`config.mk`:
```
export PLATFORM = sky130hd
export DESIGN_NAME = sega_pad_reader
export DESIGN_NICKNAME = d
export VERILOG_FILES = /design/src/rtl/sega_pad_reader.sv
export SDC_FILE = /design/constraint.sdc
export NUM_CORES = 1
export LEC_CHECK = 0
export BUFFER_PORTS_ARGS = -buffer_cell sky130_fd_sc_hd__buf_2
export CORE_ASPECT_RATIO = 0.9
export CORE_MARGIN = 5
export CORE_UTILIZATION = 56
export DETAILED_ROUTE_END_ITERATION = 8
export PLACE_DENSITY = 0.84
export SYNTH_ARGS = -nofsm -noshare
export SYNTH_HDL_FRONTEND = slang
export SYNTH_SLANG_ARGS = --single-unit
```
`constraint.sdc`:
```
create_clock -name clock_50 -period 3.45 [get_ports clock_50]
set_input_delay 0.1725 -clock clock_50 [delete_from_list [all_inputs] [get_ports clock_50]]
set_output_delay 0.1725 -clock clock_50 [all_outputs]
set_load 0.1 [all_outputs]
```
`src/rtl/sega_pad_reader.sv`:
```
// Sega Genesis DB9 pad poller: drives select through the 8-phase sequence,
// samples the multiplexed pins and commits a 12-bit button frame with press pulses.
module sega_pad_reader #(
    parameter int unsigned PHASE_DIV   = 1000,
    parameter int unsigned IDLE_PHASES = 100
) (
    input  logic        clock_50,
    input  logic        reset_flag,
    input  logic        pad_up,
    input  logic        pad_down,
    input  logic        pad_left,
    input  logic        pad_right,
    input  logic        pad_b_a,
    input  logic        pad_c_start,
    output logic        pad_select,
    output logic [11:0] control_inputs,
    output logic [11:0] buttons_held,
    output logic        controller_connected,
    output logic        six_button,
    output logic        frame_done
);

    typedef enum logic [3:0] {
        ST_IDLE, ST_P0, ST_P1, ST_P2, ST_P3, ST_P4, ST_P5, ST_P6, ST_P7
    } state_t;

    state_t      state_q;
    logic [15:0] div_q;
    logic [15:0] idle_q;
    logic [5:0]  sync1_q;
    logic [5:0]  sync2_q;

    logic        present_q;
    logic        six_q;
    logic        a_q, b_q, c_q, start_q;
    logic        x_q, y_q, z_q, mode_q;
    logic [3:0]  dir_q;

    logic        p1, p2, p3, p4, p6, p9;
    logic        phase_end;
    logic        idle_last;
    logic [11:0] frame_d;

    // Pins idle high (released), so the synchronisers reset to all ones.
    always_ff @(posedge clock_50 or posedge reset_flag) begin
        if (reset_flag) begin
            sync1_q <= '1;
            sync2_q <= '1;
        end else begin
            sync1_q <= {pad_c_start, pad_b_a, pad_right, pad_left, pad_down, pad_up};
            sync2_q <= sync1_q;
        end
    end

    always_comb begin
        {p9, p6, p4, p3, p2, p1} = ~sync2_q;
        phase_end = (div_q == 16'(PHASE_DIV - 1));
        idle_last = (idle_q == 16'(IDLE_PHASES - 1));
    end

    // Assembled frame; extended buttons are meaningless on a 3-button pad.
    always_comb begin
        frame_d = {mode_q, start_q, z_q, y_q, x_q, c_q, b_q, a_q, dir_q};
        if (!six_q) begin
            frame_d[11]  = 1'b0;
            frame_d[9:7] = 3'b000;
        end
        if (!present_q) begin
            frame_d = '0;
        end
    end

    always_ff @(posedge clock_50 or posedge reset_flag) begin
        if (reset_flag) begin
            state_q              <= ST_IDLE;
            div_q                <= '0;
            idle_q               <= '0;
            pad_select           <= 1'b1;
            control_inputs       <= '0;
            buttons_held         <= '0;
            controller_connected <= 1'b0;
            six_button           <= 1'b0;
            frame_done           <= 1'b0;
            present_q            <= 1'b0;
            six_q                <= 1'b0;
            a_q                  <= 1'b0;
            b_q                  <= 1'b0;
            c_q                  <= 1'b0;
            start_q              <= 1'b0;
            x_q                  <= 1'b0;
            y_q                  <= 1'b0;
            z_q                  <= 1'b0;
            mode_q               <= 1'b0;
            dir_q                <= '0;
        end else begin
            control_inputs <= '0;
            frame_done     <= 1'b0;
            if (!phase_end) begin
                div_q <= div_q + 16'd1;
            end else begin
                div_q <= '0;
                case (state_q)
                    ST_IDLE: begin
                        if (idle_last) begin
                            idle_q     <= '0;
                            state_q    <= ST_P0;
                            pad_select <= 1'b0;
                        end else begin
                            idle_q <= idle_q + 16'd1;
                        end
                    end
                    ST_P0: begin
                        // A connected pad grounds left/right in the first low phase.
                        present_q  <= p3 & p4;
                        a_q        <= p6;
                        start_q    <= p9;
                        state_q    <= ST_P1;
                        pad_select <= 1'b1;
                    end
                    ST_P1: begin
                        dir_q      <= {p4, p3, p2, p1};
                        b_q        <= p6;
                        c_q        <= p9;
                        state_q    <= ST_P2;
                        pad_select <= 1'b0;
                    end
                    ST_P2: begin
                        state_q    <= ST_P3;
                        pad_select <= 1'b1;
                    end
                    ST_P3: begin
                        state_q    <= ST_P4;
                        pad_select <= 1'b0;
                    end
                    ST_P4: begin
                        six_q      <= p1 & p2 & p3 & p4;
                        state_q    <= ST_P5;
                        pad_select <= 1'b1;
                    end
                    ST_P5: begin
                        z_q        <= p1;
                        y_q        <= p2;
                        x_q        <= p3;
                        mode_q     <= p4;
                        state_q    <= ST_P6;
                        pad_select <= 1'b0;
                    end
                    ST_P6: begin
                        state_q    <= ST_P7;
                        pad_select <= 1'b1;
                    end
                    ST_P7: begin
                        buttons_held         <= frame_d;
                        control_inputs       <= frame_d & ~buttons_held;
                        controller_connected <= present_q;
                        six_button           <= present_q & six_q;
                        frame_done           <= 1'b1;
                        state_q              <= ST_IDLE;
                        pad_select           <= 1'b1;
                    end
                    default: begin
                        state_q    <= ST_IDLE;
                        pad_select <= 1'b1;
                    end
                endcase
            end
        end
    end

endmodule

```
==> results of run 1 <==
==> worst reg2reg max path: stages (launching register included) <==
cell	delay, ns
dfrtp_1	0.40
ha_1	0.27
nand4bb_1	0.23
nor4_4	0.55
buf_4	0.27
nand4b_1	0.39
nand2_1	0.20
o21ai_0	0.11
==> power by group <==
group          total [mW]  switching, mW  internal (mW)
sequential           1.07        0.00426           1.07
clock               0.684          0.372          0.312
combinational      0.0305         0.0215        0.00901
total                1.79          0.398           1.39
==> timing repair <==
| action | 4_1_cts | 5_1_grt |
|---|---|---|
| hold buffers | 6 | 0 |
| hold endpoints to repair | 6 | 0 |
| gates resized for setup | 0 | 0 |
==> layout make-up <==
class	count	area share (%)
clock buffer	10	3.53
clock inverter	6	1.04
inverter	2	0.208
multi-input combinational	238	32.6
sequential	90	53.8
tap	90	2.67
timing repair buffer	44	6.11
==> worst paths after layout <==
| path | cells after the start | slack [ns] | to | startpoint |
|---|---|---|---|---|
| setup / recovery | 7 | 0.90 | dir_q[3] | div_q[0] |
| hold / removal | 2 | 0.05 | buttons_held[9] | reset_flag |
| setup reg to reg | 7 | 0.90 | dir_q[3] | div_q[0] |
| hold reg to reg | 0 | 0.36 | sync2_q[2] | sync1_q[2] |
| max in group asynchronous | 3 | 2.64 | buttons_held[2] | reset_flag |
| min in group clock_50 | 0 | 0.36 | sync2_q[2] | sync1_q[2] |
==> state kept, by name, indices dropped and copies added (netlist names), 4 cells and up <==
| signal | cells |
|---|---|
| div_q | 16 |
| dir_q | 4 |
| state_q | 4 |
| sync1_q | 6 |
| sync2_q | 6 |
| buttons_held | 12 |
| idle_q | 16 |
| control_inputs | 12 |
==> kinds of logic (layout without fill, tap and decap cells) <==
family | Yosys count | count (layout) | synth area share, %
AOI/OAI and AO/OA | 47 | 47 | 6.86
adders and majority gates | 2 | 2 | 0.672
buffers and inverters | 15 | 62 | 2.12
muxes | 2 | 2 | 0.605
and+or+nand+nor | 169 | 169 | 24.6
DFF | 90 | 90 | 60.9
xor gates and xnor gates | 18 | 18 | 4.24
==> cells in the final DEF, fill, tap and decap left out, drive strengths merged, types with 3 or more instances in the layout <==
master	n
nand2	66
xor2	9
xnor2	9
a21oi	4
inv	5
nand4	7
dlygate4sd3	6
clkinv	3
o21ai	34
clkbuf	10
nor2b	3
nor2	17
nor3	11
nand3	25
and3	5
dfstp	13
o31ai	7
dfrtp	77
and4	7
nor3b	12
nor4	5
buf	38
==> routing by layer <==
metal / GRT usage (%) / vias up / wire (um)
met2: 29.7 / 66 / 3420
met5: 0 / - / 0
met3: 5.96 / 11 / 313
met1: 23.9 / 1318 / 3090
met4: 5.81 / 0 / 91
li1: - / 1288 / -
==> per-stage QoR <==
step	total power, mW	cell area [um2]	hold slack [ns]	setup slack [ns]	std cells
final	1.79	4220	0.0522	0.897	480
after global routing	1.86	4220	0.123	0.612	480
after CTS	1.80	4220	0.0796	0.887	480
after detailed placement	1.12	3960	0.279	0.927	458
after global placement	1.12	3960	0.278	0.999	458
after floorplan	1.10	3720	0.177	0.964	343
==> impl_metrics.toml, run 1 <==
[cells_and_area]
multi_input_area_mm2 = 0.00138
post-route-util_pct = 64.7
layout-drive-gt1-share_pct = 19.7
fillers = 523
syn2layout_area_growth_pct = 13.2
nets = 395
diodes = 0
seq_area_mm2 = 0.00227

[sta]
slew_violations = 0
period_minus_slack_ns = 2.55
worst_slew_pin_slew_ns = 1.10
tns_ns = 0
post-route-period-util_pct = 74.0
rsz0062_at_grt = "false"
setup_viol = 0
final_hold_viol_count = 0
slew_headroom_pct = 26.7
clock_skew_ns = 0.0106
clock.fmax_mhz = 392

[global_routing]
grt_usage_pct = 18.5
grt_max_degree = 70
grt_pass1_wl_um = 11700
grt_pass1_vias = 2474
grt_overflow = 0
antenna_found_initial = 0

[floorplan]
initial_core_util_pct = 57.1
die_width_um = 95.9
rows = 28
coreArea_mm2 = 0.00652
pin_count = 36
dieArea_mm2 = 0.00838
dieHeight_um = 87.3

[critical_path]
critPathMaxStageDelay_ns = 0.55
start_kind = "register"
required_ns = 3.67
path_class = "register to register"
crit_family = "simple AND/OR/NAND/NOR gates"
path_cells = "ha_1, nand4bb_1, nor4_4, buf_4, nand4b_1, nand2_1, o21ai_0"
path_buf_inv = 1
slowest_stage = "nor4_4"
arrival_ns = 2.77
crit_fanout = 12
cp-end-kind = "register"

[placed_design]
place_hpwl_um = 4830
io_buffers = 35
gp_congestion = 0.816

[clocking]
root_buffer = "clkbuf_8"
post_cts.repair.setup_buffers = 0
clock_sinks = 90
clockBufferDepth = 2
cts_tree = "done"
clkTransAtPathRegs_ns = 0.09
htree_num_levels = 3
cts_made_buffers = 9
clk_latency_ns = 0.36

[synth]
ys_async_sr_fraction_pct = 100
synth_most_common_cell = "dfrtp_1"
syn_area_per_cell_um2 = 10.9
synth_cell_types = 37
synth_edf_count = 0
synth-seq-cells = 90
syn-num-nets = 353
syn_area_mm2 = 0.00372
ys_seq_area_share_pct = 60.9
synth_common_cells = "dfrtp_1, nand2_1, o21ai_0"
synth_warnings = 0
synth_top_area_cell = "dfrtp_1"
synth_top_area_share_pct = 51.8
syn_inst = 343
ys.flop_type = "dfrtp_1"
synthTopCellsByArea = "dfrtp_1, dfstp_2, nand2_1"

[flow_run]
max-cap-violations = 0

[pwr]
p_leak_nw = 1.96
power_density_mw_per_mm2 = 424
peakVddDrop_uv = 377

[routing]
wl_per_cell_um = 14.4
drtAntennaViolNets = 0
num_vias = 2683
drt-initial-drc-count = 137
drcViolationCount = 0
dr.pass1.iters = 4
via_per_inst = 5.59
totalWireLength_um = 6910

[status]
run_status = "finished clean"

[worst_hold_path]
holdCritPathClass = "primary input to async pin"
Power figures use the tool's default switching activity.
==> run 2, diff against run 1 <==
==> constraint.sdc (replaced) <==
create_clock -name clock_50 -period 2.5 [get_ports clock_50]
set_input_delay 0.125 -clock clock_50 [delete_from_list [all_inputs] [get_ports clock_50]]
set_output_delay 0.125 -clock clock_50 [all_outputs]
set_load 0.1 [all_outputs]
==> run 2 against run 1 <==
Compared with the run above:
- via count grew 1.2%
- largest power group unchanged
- fmax grew 11%
- register-to-register slack lost 0.71 ns
- clock skew shrank 0.0032 ns
- sequential share of layout area shrank 0.62 points
- worst setup slack lost 0.71 ns
- final area grew 1.2%
- wire length grew 4.7%
- largest cell class unchanged
==> impl_metrics.toml, run 2 (synthesis gave the netlist of run 1 again) <==
[floorplan]
pin_count = 36
die_width_um = 95.9
rows = 28
coreArea_mm2 = 0.00652
dieHeight_um = 87.3
initial_core_util_pct = 57.1
dieArea_mm2 = 0.00838

[routing]
drcViolationCount = 0
totalWireLength_um = 7240
drtAntennaViolNets = 0
drt-initial-drc-count = 195
via_per_inst = 5.61
wl_per_cell_um = 15.0
num_vias = 2715
dr.pass1.iters = 4

[placed_design]
post-place-ws_ns = 0.101
gp_congestion = 0.875
place_hpwl_um = 4810
io_buffers = 35

[clocking]
root_buffer = "clkbuf_8"
clock_sinks = 90
cts_tree = "done"
clkTransAtPathRegs_ns = 0.08
cts_made_buffers = 9
cts_resized = 0
htree_num_levels = 3
clockBufferDepth = 2
clk_latency_ns = 0.36

[critical_path]
path_cells = "or4_4, nor4_4, buf_4, buf_4, nand4b_1, nand2_1, o21ai_0"
r2r-start = "div_q[10]"
slowest_stage = "or4_4"
cp-startpoint = "div_q[10]"
start_kind = "register"
crit_path_frequent_cell = "buf_4"
arrival_ns = 2.53
crit_family = "simple AND/OR/NAND/NOR gates"
path_class = "register to register"
cp-end-kind = "register"
crit_fanout = 12
path_buf_inv = 2
required_ns = 2.72
critPathMaxStageDelay_ns = 0.55

[sta]
slew_violations = 0
post-route-period-util_pct = 92.3
clock.fmax_mhz = 433
rsz0062_at_grt = "false"
clock_skew_ns = 0.00747
setup_viol = 0
worst_slew_pin_slew_ns = 0.600
period_minus_slack_ns = 2.31
slew_headroom_pct = 59.9
setup_slack_ns = 0.192
final_hold_viol_count = 0
tns_ns = 0

[pwr]
total_power_mw = 2.49
peakVddDrop_uv = 488
p_leak_nw = 1.98
power_density_mw_per_mm2 = 585

[global_routing]
grt_pass1_vias = 2649
grt_overflow = 0
antenna_found_initial = 0
grt_pass1_wl_um = 12700
grt_usage_pct = 19.9
grt_max_degree = 91

[worst_hold_path]
holdCritPathClass = "register to register"
hp-start = "sync1_q[5]"

[cells_and_area]
layout_common_cells = "dfrtp_1, nand2_1, buf_2"
layout-drive-gt1-share_pct = 20.1
syn2layout_area_growth_pct = 14.6
top_regs = "div_q x16, idle_q x16"
nets = 399
diodes = 0
post-route-util_pct = 65.4
final_common_cell = "dfrtp_1"

[flow_run]
max-cap-violations = 0

[status]
run_status = "finished clean"
## run 2: metrics by stage
stage	instance area [um2]	hold slack (ns)	std cells
2_1_floorplan	3720	0.129	343
3_3_place_gp	3980	0.230	459
3_5_place_dp	3980	0.232	459
4_1_cts	4250	0.361	482
5_1_grt	4260	0.365	484
6_report	4260	0.358	484
## run 2: final timing paths
kind / cells past startpoint / slack (ns) / end
max: 7 / 0.19 / dir_q[0]
max reg2reg: 7 / 0.19 / dir_q[0]
min in group asynchronous: 4 / 0.39 / idle_q[0]
min: 0 / 0.36 / sync2_q[5]
max in group asynchronous: 4 / 1.71 / pad_select
min reg2reg: 0 / 0.36 / sync2_q[5]
## run 2: worst reg2reg max path, cell delays in order, from the launching register on
cell and delay (ns):
dfrtp_1 0.43, or4_4 0.55, nor4_4 0.27, buf_4 0.19, buf_4 0.14, nand4b_1 0.33
nand2_1 0.17, o21ai_0 0.10
## run 2: layer usage
layer | track usage [%] | vias to the layer above | wire length, um
met5 | 0 | - | 0
met4 | 6.59 | 0 | 120
met3 | 6.40 | 14 | 438
met2 | 29.2 | 90 | 3370
met1 | 27.9 | 1323 | 3310
li1 | - | 1288 | -
## run 2: layout make-up
| class | instances | area, um2 |
|---|---|---|
| multi-input combinational | 238 | 1380 |
| timing repair buffer | 48 | 303 |
| inverter | 2 | 8.76 |
| sequential | 90 | 2270 |
| clock inverter | 4 | 30.0 |
| tap | 90 | 113 |
| clock buffer | 12 | 166 |
| fill | 518 | 2250 |
## run 2: where the power goes
part | internal [mW] | switching [mW] | total (mW)
Sequential | 1.47 | 0.00627 | 1.48
Clock | 0.456 | 0.515 | 0.971
Combinational | 0.0146 | 0.0299 | 0.0445
Total | 1.94 | 0.551 | 2.49
## run 2: what timing repair did
item,4_1_cts,5_1_grt
setup buffers,0,2
endpoints found under the hold margin,83,0
setup endpoints to repair,0,22
hold buffers,7,0
